<file path="src/rtl/mem_req_scheduler_pkg.sv">
// mem_req_scheduler_pkg
//   Shared widths, FSM state encoding and index helper for the memory request
//   scheduler and its round-robin arbiter.
package mem_req_scheduler_pkg;

  localparam int ADDR_WIDTH = 16;
  localparam int DATA_WIDTH = 32;

  // wait-counter width and saturation value used when aging is built in
  localparam int              AGE_W   = 4;
  localparam logic [AGE_W-1:0] AGE_MAX = 4'd15;

  typedef enum logic {
    SCHED_ARB  = 1'b0,
    SCHED_LOCK = 1'b1
  } sched_state_e;

  // idx is always < 2*n here, so one conditional subtract wraps it
  function automatic int wrap_idx(int idx, int n);
    return (idx >= n) ? idx - n : idx;
  endfunction

endpackage

</file>
<file path="src/rtl/mem_req_scheduler_rr_arbiter.sv">
// rr_arbiter
//   Combinational rotating-priority encoder. The first set bit of req_i found
//   searching upward from ptr_i (with wrap-around) wins.
// Ports:
//   req_i      request vector
//   ptr_i      index holding highest priority this cycle
//   gnt_o      one-hot grant
//   gnt_idx_o  binary index of the granted bit
//   any_o      at least one request present
module rr_arbiter
  import mem_req_scheduler_pkg::*;
#(
  parameter int N     = 4,
  parameter int IDX_W = 2
) (
  input  logic [N-1:0]     req_i,
  input  logic [IDX_W-1:0] ptr_i,
  output logic [N-1:0]     gnt_o,
  output logic [IDX_W-1:0] gnt_idx_o,
  output logic             any_o
);

  always_comb begin
    int idx;
    gnt_o     = '0;
    gnt_idx_o = '0;
    any_o     = 1'b0;
    for (int i = 0; i < N; i++) begin
      idx = wrap_idx(int'(ptr_i) + i, N);
      if (!any_o && req_i[idx]) begin
        any_o      = 1'b1;
        gnt_o[idx] = 1'b1;
        gnt_idx_o  = IDX_W'(idx);
      end
    end
  end

endmodule

</file>
<file path="src/rtl/mem_req_scheduler.sv">
// mem_req_scheduler
//   Shares one single-port SRAM between NUM_REQ requesters. Round-robin
//   arbitration with burst lock, registered command issue, and a MEM_LAT-deep
//   tag pipeline that routes read data back to the issuing requester.
//   Build option MEM_SCHED_AGING_EN adds per-requester 4-bit wait counters;
//   a requester that has waited 15 cycles pre-empts round-robin and any lock.
// Ports:
//   clk_i, rst_i        clock, synchronous active-high reset
//   req_*_i / req_ready_o   per-requester command channel (valid/ready)
//   resp_valid_o        one-hot read-data valid, resp_rdata_o shared data
//   mem_ready_i         memory accepts a command this cycle
//   mem_ce_o/we/addr/wdata  registered memory command
//   mem_rdata_i         read data, MEM_LAT cycles after a read mem_ce_o
//   busy_o              lock held or a read in flight
//
// state      | meaning
// SCHED_ARB  | round-robin among all valid requesters
// SCHED_LOCK | only lock_id may be granted (burst in progress)
module mem_req_scheduler
  import mem_req_scheduler_pkg::*;
#(
  parameter int NUM_REQ = 4,
  parameter int ID_W    = 2,
  parameter int MEM_LAT = 2
) (
  input  logic                          clk_i,
  input  logic                          rst_i,
  input  logic [NUM_REQ-1:0]            req_valid_i,
  output logic [NUM_REQ-1:0]            req_ready_o,
  input  logic [NUM_REQ-1:0]            req_we_i,
  input  logic [NUM_REQ-1:0]            req_lock_i,
  input  logic [NUM_REQ*ADDR_WIDTH-1:0] req_addr_i,
  input  logic [NUM_REQ*DATA_WIDTH-1:0] req_wdata_i,
  output logic [NUM_REQ-1:0]            resp_valid_o,
  output logic [DATA_WIDTH-1:0]         resp_rdata_o,
  input  logic                          mem_ready_i,
  output logic                          mem_ce_o,
  output logic                          mem_we_o,
  output logic [ADDR_WIDTH-1:0]         mem_addr_o,
  output logic [DATA_WIDTH-1:0]         mem_wdata_o,
  input  logic [DATA_WIDTH-1:0]         mem_rdata_i,
  output logic                          busy_o
);

  typedef struct packed {
    logic            rd;
    logic [ID_W-1:0] id;
  } pipe_ent_t;

  sched_state_e     state_q, state_d;
  logic [ID_W-1:0]  lock_id_q, lock_id_d;
  logic [ID_W-1:0]  rr_ptr_q, rr_ptr_d;

  logic [NUM_REQ-1:0] arb_req, arb_gnt;
  logic [ID_W-1:0]    arb_idx, win_idx;
  logic               arb_any, win_any, hs;

  logic               age_win;
  logic [ID_W-1:0]    aged_idx;
  logic [NUM_REQ-1:0] aged_gnt;

  logic                  mem_ce_q, mem_we_q;
  logic [ADDR_WIDTH-1:0] mem_addr_q;
  logic [DATA_WIDTH-1:0] mem_wdata_q;
  logic [ID_W-1:0]       id_q;
  pipe_ent_t             pipe_q [MEM_LAT];

  // while locked, everyone except the lock holder is masked off
  always_comb begin
    arb_req = req_valid_i;
    if (state_q == SCHED_LOCK) begin
      arb_req             = '0;
      arb_req[lock_id_q]  = req_valid_i[lock_id_q];
    end
  end

  rr_arbiter #(.N(NUM_REQ), .IDX_W(ID_W)) u_rr_arbiter (
    .req_i     (arb_req),
    .ptr_i     (rr_ptr_q),
    .gnt_o     (arb_gnt),
    .gnt_idx_o (arb_idx),
    .any_o     (arb_any)
  );

`ifdef MEM_SCHED_AGING_EN
  logic [AGE_W-1:0] age_q [NUM_REQ];

  // descending scan so the lowest aged index is the one left standing
  always_comb begin
    age_win  = 1'b0;
    aged_idx = '0;
    aged_gnt = '0;
    for (int i = NUM_REQ - 1; i >= 0; i--) begin
      if (req_valid_i[i] && (age_q[i] == AGE_MAX)) begin
        age_win  = 1'b1;
        aged_idx = ID_W'(i);
        aged_gnt = NUM_REQ'(1) << i;
      end
    end
  end

  always_ff @(posedge clk_i) begin
    for (int i = 0; i < NUM_REQ; i++) begin
      if (rst_i || req_ready_o[i] || !req_valid_i[i]) begin
        age_q[i] <= '0;
      end else if (age_q[i] != AGE_MAX) begin
        age_q[i] <= age_q[i] + 1'b1;
      end
    end
  end
`else
  assign age_win  = 1'b0;
  assign aged_idx = '0;
  assign aged_gnt = '0;
`endif

  always_comb begin
    win_any     = age_win || arb_any;
    win_idx     = age_win ? aged_idx : arb_idx;
    hs          = win_any && mem_ready_i && !rst_i;
    req_ready_o = '0;
    if (hs) begin
      req_ready_o = age_win ? aged_gnt : arb_gnt;
    end
  end

  // an aged grant always ends in ARB, which is how it breaks a held lock
  always_comb begin
    state_d   = state_q;
    lock_id_d = lock_id_q;
    rr_ptr_d  = rr_ptr_q;
    if (hs) begin
      if (req_lock_i[win_idx] && !age_win) begin
        state_d   = SCHED_LOCK;
        lock_id_d = win_idx;
      end else begin
        state_d  = SCHED_ARB;
        rr_ptr_d = ID_W'(wrap_idx(int'(win_idx) + 1, NUM_REQ));
      end
    end else if ((state_q == SCHED_LOCK) && !req_valid_i[lock_id_q]) begin
      state_d = SCHED_ARB;
    end
  end

  always_ff @(posedge clk_i) begin
    if (rst_i) begin
      state_q     <= SCHED_ARB;
      lock_id_q   <= '0;
      rr_ptr_q    <= '0;
      mem_ce_q    <= 1'b0;
      mem_we_q    <= 1'b0;
      mem_addr_q  <= '0;
      mem_wdata_q <= '0;
      id_q        <= '0;
    end else begin
      state_q   <= state_d;
      lock_id_q <= lock_id_d;
      rr_ptr_q  <= rr_ptr_d;
      mem_ce_q  <= hs;
      if (hs) begin
        mem_we_q    <= req_we_i[win_idx];
        mem_addr_q  <= req_addr_i[int'(win_idx)*ADDR_WIDTH +: ADDR_WIDTH];
        mem_wdata_q <= req_wdata_i[int'(win_idx)*DATA_WIDTH +: DATA_WIDTH];
        id_q        <= win_idx;
      end
    end
  end

  // stage 0 is loaded in the cycle after mem_ce, so the tail lines up with
  // mem_rdata exactly MEM_LAT cycles after the command
  always_ff @(posedge clk_i) begin
    if (rst_i) begin
      for (int i = 0; i < MEM_LAT; i++) pipe_q[i] <= '0;
    end else begin
      pipe_q[0] <= '{rd: mem_ce_q && !mem_we_q, id: id_q};
      for (int i = 1; i < MEM_LAT; i++) pipe_q[i] <= pipe_q[i-1];
    end
  end

  always_comb begin
    resp_valid_o = '0;
    if (pipe_q[MEM_LAT-1].rd) begin
      resp_valid_o[pipe_q[MEM_LAT-1].id] = 1'b1;
    end
  end

  always_comb begin
    busy_o = (state_q == SCHED_LOCK) || (mem_ce_q && !mem_we_q);
    for (int i = 0; i < MEM_LAT; i++) busy_o = busy_o || pipe_q[i].rd;
  end

  assign resp_rdata_o = mem_rdata_i;
  assign mem_ce_o     = mem_ce_q;
  assign mem_we_o     = mem_we_q;
  assign mem_addr_o   = mem_addr_q;
  assign mem_wdata_o  = mem_wdata_q;

endmodule
</file>
<file path="config.mk">
export PLATFORM = sky130hd
export DESIGN_NAME = mem_req_scheduler
export DESIGN_NICKNAME = d
export VERILOG_FILES = /design/src/rtl/mem_req_scheduler_pkg.sv /design/src/rtl/mem_req_scheduler_rr_arbiter.sv /design/src/rtl/mem_req_scheduler.sv
export SDC_FILE = /design/constraint.sdc
export NUM_CORES = 1
export LEC_CHECK = 0
export ABC_CLOCK_PERIOD_IN_PS = 3250
export CAP_MARGIN = 20
export CORE_AREA = 2 2 129 131
export DETAILED_ROUTE_END_ITERATION = 6
export DIE_AREA = 0 0 131 133
export DONT_BUFFER_PORTS = 1
export PLACE_DENSITY = 0.4
export SYNTH_ARGS = -nofsm -noshare
export SYNTH_HDL_FRONTEND = slang
export SYNTH_SLANG_ARGS = --single-unit
</file>
<file path="constraint.sdc">
create_clock -name clk_i -period 3.25 [get_ports clk_i]
set_input_delay 0.65 -clock clk_i [delete_from_list [all_inputs] [get_ports clk_i]]
set_output_delay 0.65 -clock clk_i [all_outputs]
set_load 0.03 [all_outputs]
</file>
==> reports/results.txt <==
Yosys top cell by area -> dfxtp_1
Busiest layer in global routing -> met2
HP Class -> in2reg
Starting Density -> 0.271
Worst slew margin -> 0.353
N_diodes -> 0
Routed len/inst -> 17.2 µm
Post-DP HPWL -> 9.88 mm
DR vias/cell -> 5.20
Largest cells by area after synthesis -> dfxtp_1 (29%), nand2_1 (18%), a21oi_1 (13%)
Final Hold Fails -> 0
Syn_nets -> 858
Antenna Nets Post-Route -> 0
Clock Sinks -> 63
CP Max Fanout -> 8
Skew-Pair Late Insertion Delay -> 0.34 ns
RSZ-0062 raised after global routing -> true
Drt total wl -> 13.7 mm
Final std cells w/o fill -> 796
GRT Util Overall -> 0.153
Yosys cell types -> 54
Total CTS buffers -> 9
Kind of critical path -> reg2out
TritonRoute pass-1 iters -> 4
CTS tree -> done
Max-Cap Viols -> 0
Clk_skew -> 0.0100 ns
Leakage -> 2.26 nW
Vias in the first global route -> 4,087
Arrival time worst endpoint -> 2.46 ns
First-pass GRT wire length -> 20.6 mm
Grt met1 use -> 0.170
Post-route cell area -> 4790 µm²
Via Count -> 4,140
Die Footprint -> 17,400 µm²
Syn_area_per_cell -> 7.18 µm²
Ys async rst share -> 0
Setup crit start kind -> flip-flop
H-Tree Depth -> 3
Buffers on Ports -> 0
Status -> finished clean
Cell Rows -> 47
Post-Route Utilization -> 0.296
EDFF count, synth -> 0
Period Utilization, post-route -> 0.957
Clock Path Buffers -> 2
Most common flop cell mapped by yosys -> dfxtp_1
Power Dens Cells -> 1300 nW/µm²
Crit. End Element -> primary output
Synth warnings -> 0
Post-placement cell count -> 777
Place WS -> 0.286 ns
Post-Synthesis Cell Area -> 4390 µm²
Cells after synthesis -> 611
Most frequent cells after synthesis -> nand2_1 (207), a21oi_1 (112), dfxtp_1 (63), a211o_1 (52), buf_4 (36)
Worst-margin pin slew -> 0.968 ns
Fmax -> 322 MHz
Layout area overhead -> 9.33%
Chip height -> 133 µm
Remaining DRCs -> 0
GP Congestion -> 0.815
Die width -> 131 µm
Required @ worst endpoint -> 2.60 ns
Ports -> 330
#FFs+latches synth -> 63
Largest net degree at the start of global routing -> 57
Clock transition at path regs -> 0.05 ns
Fin Hold WS -> 0.382 ns
Synth top area share -> 0.288
Final WS setup -> 0.141 ns
Cell Area, Placed -> 4470 µm²
Final Slew Violations -> 0
Fraction of layout cells with a size suffix above 1 -> 0.109
Core area -> 16,200 µm²
Initial antenna violation count -> 0
Final Critical Period -> 3.11 ns
# setup viols final -> 0
VDD IR max -> 0.000444 V
CTS root buffer -> clkbuf_16
Count leader, synth -> nand2_1
Routing usage on met2 -> 0.259
Sequential fraction of the synthesis area -> 0.288
Layout Nets -> 818
Initial DRC count -> 172
Met3 usage -> 0.0534
GRT overflow -> 0
-- flip-flops by register name, indices dropped and copies added (netlist names) --
| name | count |
|---|---|
| mem_wdata_o | 32 |
| mem_addr_o | 16 |
| pipe_q | 6 |
| id_q | 2 |
| lock_id_q | 2 |
| rr_ptr_q | 2 |
| mem_ce_o | 1 |
| mem_we_o | 1 |
| state_q | 1 |
-- stage by stage --
stage	power, W	TNS (ns)
2_1_floorplan	0.00456	0
3_3_place_gp	0.00523	0
3_5_place_dp	0.00529	0
4_1_cts	0.00627	0
5_1_grt	0.00677	-0.0195
6_report	0.00622	0
-- cell type report --
class                   count  area (µm²)
clock buffers              12         256
clock inverters             4        30.0
fillers                  1770       11400
inverters                   7        26.3
multi-input cells         464        2620
flip-flops and latches     63        1260
well taps                 220         275
repair buffers             26         320
-- critical path: stages (launching register included) --
cell and delay, ns:
dfxtp_4 0.37, buf_4 0.17, or4b_4 0.49, o211ai_4 0.18, mux2i_2 0.15, nor2_2 0.20, a22oi_1 0.10, a21oi_1 0.15
a21oi_1 0.06, nor2_1 0.09, buf_4 0.17
-- timing repair --
item	CTS	global route
setup endpoints to repair	4	4
endpoints found under the hold margin	0	0
hold buffers	0	0
resized for setup	1	4
buffers inserted	0	3
pin swaps	0	4
-- cell families (layout without fill, tap and decap cells) --
logic type,after synthesis,after routing,synth area share
compound gates,195,195,0.303
xor+xnor,1,1,0.00200
fa+ha+maj,8,8,0.0228
buf+inv,84,49,0.122
flops,63,63,0.288
mux,7,7,0.0228
simple gates,253,253,0.241
-- report_power, final --
part           switching (W)  internal (W)
sequential          0.000759       0.00109
combinational        0.00207       0.00137
clock               0.000376      0.000560
-- cells in the final DEF (no fill, tap or decap), types with 2 or more instances in the layout --
cell type  synthesis  routed
nand2b_1           4       3
a21oi_1          112     112
a221o_1            2       2
nand2_1          207     205
a31oi_1            2       2
clkinv_4           0       2
o31a_1             2       2
inv_1              6       6
nor2b_1            6       6
nand3_1            5       5
o211ai_1           2       2
a41o_1             2       2
clkbuf_8           0       2
o21ai_0            2       2
buf_12             0      10
buf_4             36      16
a22oi_1            4       4
nor2_1            15      13
dfxtp_1           63      62
mux2i_1            4       3
clkbuf_16          0       9
a211o_1           52      52
and2_1             2       2
ha_1               8       8
o31ai_1            3       3
-- metal layers --
| layer | wire length (µm) | share of wire |
|---|---|---|
| met5 | 0 | 0 |
| met4 | 272 | 0.020 |
| met3 | 1240 | 0.091 |
| met2 | 6600 | 0.48 |
| met1 | 5560 | 0.41 |
-- path summary, 6_finish.rpt --
kind / startpoint / endpoint / slack (ns) / cells after the start
setup / recovery: rr_ptr_q[0] / req_ready_o[3] / 0.14 / 10
hold / removal: rst_i / id_q[0] / 0.38 / 1
setup reg to reg: rr_ptr_q[0] / mem_addr_o[4] / 0.31 / 11
hold reg to reg: id_q[1] / id_q[1] / 0.44 / 2
Note: power is estimated with default switching activity, not from simulation.
==> variant 1 (same settings) <==
The option `MEM_SCHED_AGING_EN` is turned on by a define.
--- a/src/rtl/mem_req_scheduler.sv
+++ b/src/rtl/mem_req_scheduler.sv
@@ -16,6 +16,8 @@
 // state      | meaning
 // SCHED_ARB  | round-robin among all valid requesters
 // SCHED_LOCK | only lock_id may be granted (burst in progress)
+`define MEM_SCHED_AGING_EN
+
 module mem_req_scheduler
   import mem_req_scheduler_pkg::*;
 #(
Formal check against the unedited RTL: same outputs for any inputs over 4 cycles, from zero or initial values and one cycle with rst_i high; that may be too few to reach the edited logic, so the function may still have changed.
==> variant 1 against the unedited design <==
The run now ends with setup timing left; sequential share of layout area up 0.75 points; power about the same; synthesized area up 27%; worst hold slack worse by 0.013 ns; sequential cell count up 16; design area up 34%; worst setup slack worse by 0.18 ns; wire length up 26%.
==> variant 1: results (changes against the unedited design) <==
| Metric | Value |
|---|---|
| Final-stage net count | 835 (+2.1%) |
| Pwr dens | 965 nW/um^2 (-26%) |
| Setup TNS Final | -0.0417 ns (-0.0417 ns) |
| Largest net degree at the start of global routing | 60 (+5.3%) |
| Total track usage | 0.191 (+0.0386) |
| Longest Clk Path Bufs | 2 (unchanged) |
| Post-cts resize count | 19 (+18) |
| Final hold slack | 0.370 ns (-0.0126 ns) |
| Most frequent cells after synthesis | a211oi_1, dfxtp_1, mux2i_1 |
| Number of global-route vias before repair | 4,560 (+12%) |
| Placed cells | 777 (unchanged) |
| Dpl cell area | 5860 um^2 (+31%) |
| Non-clock buffer count | 58 (+120%) |
| Non-Filler Instances | 810 (+1.8%) |
| Non-clk buf share | 0.0978 (+0.0310) |
| Worst Hold End | state_q$_SDFFE_PP0P_ |
| Cell family with most CP delay | compound AO/OA/AOI/OAI gates |
| N_diodes | 1 (+1) |
| Syn Nets | 853 (-0.58%) |
| Clock skew | 0.00497 ns (-0.00508 ns) |
| Via count | 4,659 (+13%) |
| Critical Path Sink | req_ready_o[0] |
| Failing checks | setup timing |
| Slew HR | 0.633 (+0.280) |
| Number of synthesized flops with an enable pin | 16 (+16) |
| Initial drt markers | 174 (+1.2%) |
| Slowest-stage cell, CP | dfxtp_4 |
| Fill cell count | 1,636 (-7.6%) |
| Register area share after synthesis | 0.312 (+0.0247) |
| WL/cell | 21.2 um (+24%) |
| Setup WS post-layout | -0.0396 ns (-0.181 ns) |
| HPWL Detailed | 12,900 um (+31%) |
| Synth top area cells | dfxtp_1, a211oi_1, mux2i_1 |
| Worst reg2reg endpoint | mem_wdata_o[27]$_SDFFE_PP0P_ |
| Cells after Synth | 602 (-1.5%) |
| Critical Path AT | 2.64 ns (+0.18 ns) |
| # Post-CTS Setup Buffers | 12 (+12) |
| Max VDD drop | 0.399 mV (-10%) |
| CP Max Fanout | 7 (-1) |
| First-pass GRT wire length | 25,600 um (+24%) |
| Cell variety after synth | 64 (+19%) |
| Placer congestion estimate | 0.869 (+6.6%) |
| Invs w/o clock | 8 (+1) |
| Initial antenna violation count | 2 (+2) |
| Fraction of layout cells with a size suffix above 1 | 0.209 (+0.0995) |
| Final setup viols | 2 (+2) |
| Clock sink count | 79 (+25%) |
| FF-to-FF path depth | 13 (+2) |
| Fraction of area in multi-input gates | 0.538 (-0.00916) |
| Clock-cell share | 0.0448 (-0.0149) |
| Post-place setup slack | -0.195 ns (-0.481 ns) |
| Outcome | finished, violations left |
| Sequential cell area | 1750 um^2 (+38%) |
| Leakage power | 2.52 nW (+12%) |
| Multi-Input Combinational | 428 (-7.8%) |
==> variant 1: report_power, final <==
| part | internal, mW | total [mW] | switching [mW] | leakage [nW] |
|---|---|---|---|---|
| registers | 1.23 | 1.77 | 0.536 | 0.715 |
| clock network | 0.588 | 0.994 | 0.406 | 0.140 |
| logic | 1.69 | 3.46 | 1.77 | 1.67 |
==> variant 1: routing by layer <==
metal / GRT usage / share of wire
met5: 0 / 0.00076
met3: 0.0639 / 0.084
met1: 0.223 / 0.39
met4: 0.0792 / 0.026
met2: 0.320 / 0.50
==> variant 1: cells by family (layout without fill, tap and decap cells) <==
group                      Yosys count  count (layout)  synth area share
adders and majority gates           12              12            0.0269
buffers and inverters               95              82             0.102
AOI/OAI and AO/OA                  195             195             0.277
xor gates and xnor gates             9               9            0.0141
muxes                               61              61             0.111
and+or+nand+nor                    151             151             0.157
other                                0               1                 0
DFF                                 79              79             0.312
==> variant 2 (config.mk and constraints unchanged) <==
Made on the original files. Set the parameter `MEM_LAT` to 4 (it was 2).
--- a/src/rtl/mem_req_scheduler.sv
+++ b/src/rtl/mem_req_scheduler.sv
@@ -21,7 +21,7 @@
 #(
   parameter int NUM_REQ = 4,
   parameter int ID_W    = 2,
-  parameter int MEM_LAT = 2
+  parameter int MEM_LAT = 4
 ) (
   input  logic                          clk_i,
   input  logic                          rst_i,
Function: changed (a bounded check fails within 4 cycles, from zero or initial values and one cycle with rst_i high).
==> variant 2 against the unedited design <==
Worst setup slack worse by 0.012 ns; sequential cell count rose by 6; wire length up 20%; utilization up 4.3 points; design area up 15%; synthesized area up 18%; power shrank 5.3%; worst hold slack better by 0.00058 ns.
==> variant 2: results (changes against the unedited design) <==
| Metric | Value |
|---|---|
| Placed cells | 765 (-1.5%) |
| Final-stage net count | 804 (-1.7%) |
| Cell variety after synth | 58 (+7.4%) |
| Slowest-stage cell, CP | dfxtp_1 |
| Slew of the pin with the lowest slew margin | 0.965 ns (-0.00270 ns) |
| Dpl cell area | 5120 um^2 (+14%) |
| Syn Nets | 857 (-0.12%) |
| Cells after Synth | 610 (-0.16%) |
| Placer congestion estimate | 0.774 (-5.0%) |
| HPWL Detailed | 11,900 um (+20%) |
| R2R setup slack | 0.36 ns (+0.05 ns) |
| Fill cell count | 1,691 (-4.5%) |
| Largest net degree at the start of global routing | 103 (+81%) |
| Initial antenna violation count | 2 (+2) |
| Worst reg2reg endpoint | mem_wdata_o[21]$_SDFFE_PP0P_ |
| Cell family with most CP delay | compound AO/OA/AOI/OAI gates |
| CP Max Fanout | 11 (+3) |
| Post-place setup slack | 0.164 ns (-0.122 ns) |
| Number of global-route vias before repair | 4,282 (+4.8%) |
| Critical Path Sink | req_ready_o[2] |
| First-pass GRT wire length | 24,400 um (+18%) |
| Clock skew | 0.00667 ns (-0.00338 ns) |
| CP Launch Type | flip-flop |
| Outcome | finished clean |
| Fraction of layout cells with a size suffix above 1 | 0.137 (+0.0279) |
| Period minus WS final | 3.12 ns (+0.0123 ns) |
| Total track usage | 0.183 (+0.0297) |
| Critical Path Start | rr_ptr_q[1]$_SDFFE_PP0P_ |
| Leakage power | 2.26 nW (-0.33%) |
| Synth top area cells | dfxtp_1, mux2i_1, a21boi_0 |
| Worst path max stage delay | 0.34 ns (-0.15 ns) |
| Most frequent cells after synthesis | dfxtp_1, nand2_1, mux2i_1 |
| WL/cell | 21.0 um (+22%) |
| Detailed Route WL | 16,400 um (+20%) |
| Ys Warns | 0 (unchanged) |
| Initial drt markers | 232 (+35%) |
| Max VDD drop | 0.426 mV (-4.1%) |
| Via count | 4,368 (+5.5%) |
[variant 2: changes by cell type after synthesis, moves of 50 or more]
| cell | before | now |
|---|---|---|
| mux2i_1 | 4 | 56 |
| nand2_1 | 207 | 62 |
| a211o_1 | 52 | 1 |
| a21oi_1 | 112 | 11 |
| and3_1 | 1 | 51 |
| a21boi_0 | 1 | 54 |
[variant 2: worst min-delay path by stage]
stage,start,to,slack [ns],depth (start not counted)
after floorplan,pipe_q[0][0]$_SDFF_PP0_,pipe_q[1][0]$_SDFF_PP0_,0.41,1
after detailed placement,pipe_q[2][1]$_SDFF_PP0_,pipe_q[3][1]$_SDFF_PP0_,0.42,1
after global routing,rst_i,rr_ptr_q[1]$_SDFFE_PP0P_,0.36,1
after CTS,rst_i,rr_ptr_q[1]$_SDFFE_PP0P_,0.36,1
final,rst_i,rr_ptr_q[1]$_SDFFE_PP0P_,0.38,1
after global placement,pipe_q[1][0]$_SDFF_PP0_,pipe_q[2][0]$_SDFF_PP0_,0.42,1
[variant 2: logic make-up after synthesis]
group                    after synthesis  synth area share
AO/OA/AOI/OAI                        209             0.299
adder cells (fa/ha/maj)                8            0.0194
buffers and inverters                 90             0.117
flip-flops                            69             0.268
multiplexers                          60             0.120
AND/OR/NAND/NOR                      174             0.178
[variant 2: metrics by stage]
stage	total power [mW]	hold slack (ns)
after floorplan	4.34	0.414
after global placement	4.73	0.418
after detailed placement	4.79	0.423
after CTS	5.93	0.361
after global routing	6.31	0.365
final	5.89	0.383
[variant 2: power breakdown]
part           switching, mW  total (mW)  leakage (nW)  internal [mW]
Sequential             0.677        1.80         0.568           1.13
Combinational           1.72        3.01          1.53           1.29
Clock                  0.366        1.08         0.159          0.711
Total                   2.76        5.89          2.26           3.13
[variant 2: area by class of cell]
cell class / instances / area (um^2) / area share
Inverter: 3 / 12.5 / 0.00228
Clock buffer: 12 / 256 / 0.0467
Tap cell: 220 / 275 / 0.0501
Clock inverter: 3 / 68.8 / 0.0125
Sequential cell: 69 / 1380 / 0.252
Multi-Input combinational cell: 451 / 3280 / 0.598
Antenna cell: 1 / 2.50 / 0.000456
Timing Repair Buffer: 23 / 210 / 0.0383
[variant 2: layer usage]
| layer | track usage | vias to the layer above | routed length, um |
|---|---|---|---|
| li1 | - | 2094 | - |
| met1 | 0.224 | 2060 | 6690 |
| met2 | 0.306 | 198 | 8180 |
| met3 | 0.0619 | 14 | 1360 |
| met4 | 0.0449 | 2 | 159 |
| met5 | 0 | - | 11 |
[variant 2: timing repair]
| item | 4_1_cts | 5_1_grt |
|---|---|---|
| resized for setup | 3 | 4 |
| endpoints found under the setup margin | 4 | 4 |
| setup buffers | 0 | 1 |
| gates cloned | 0 | 0 |
| pin swaps | 2 | 2 |
| hold endpoints to repair | 0 | 0 |
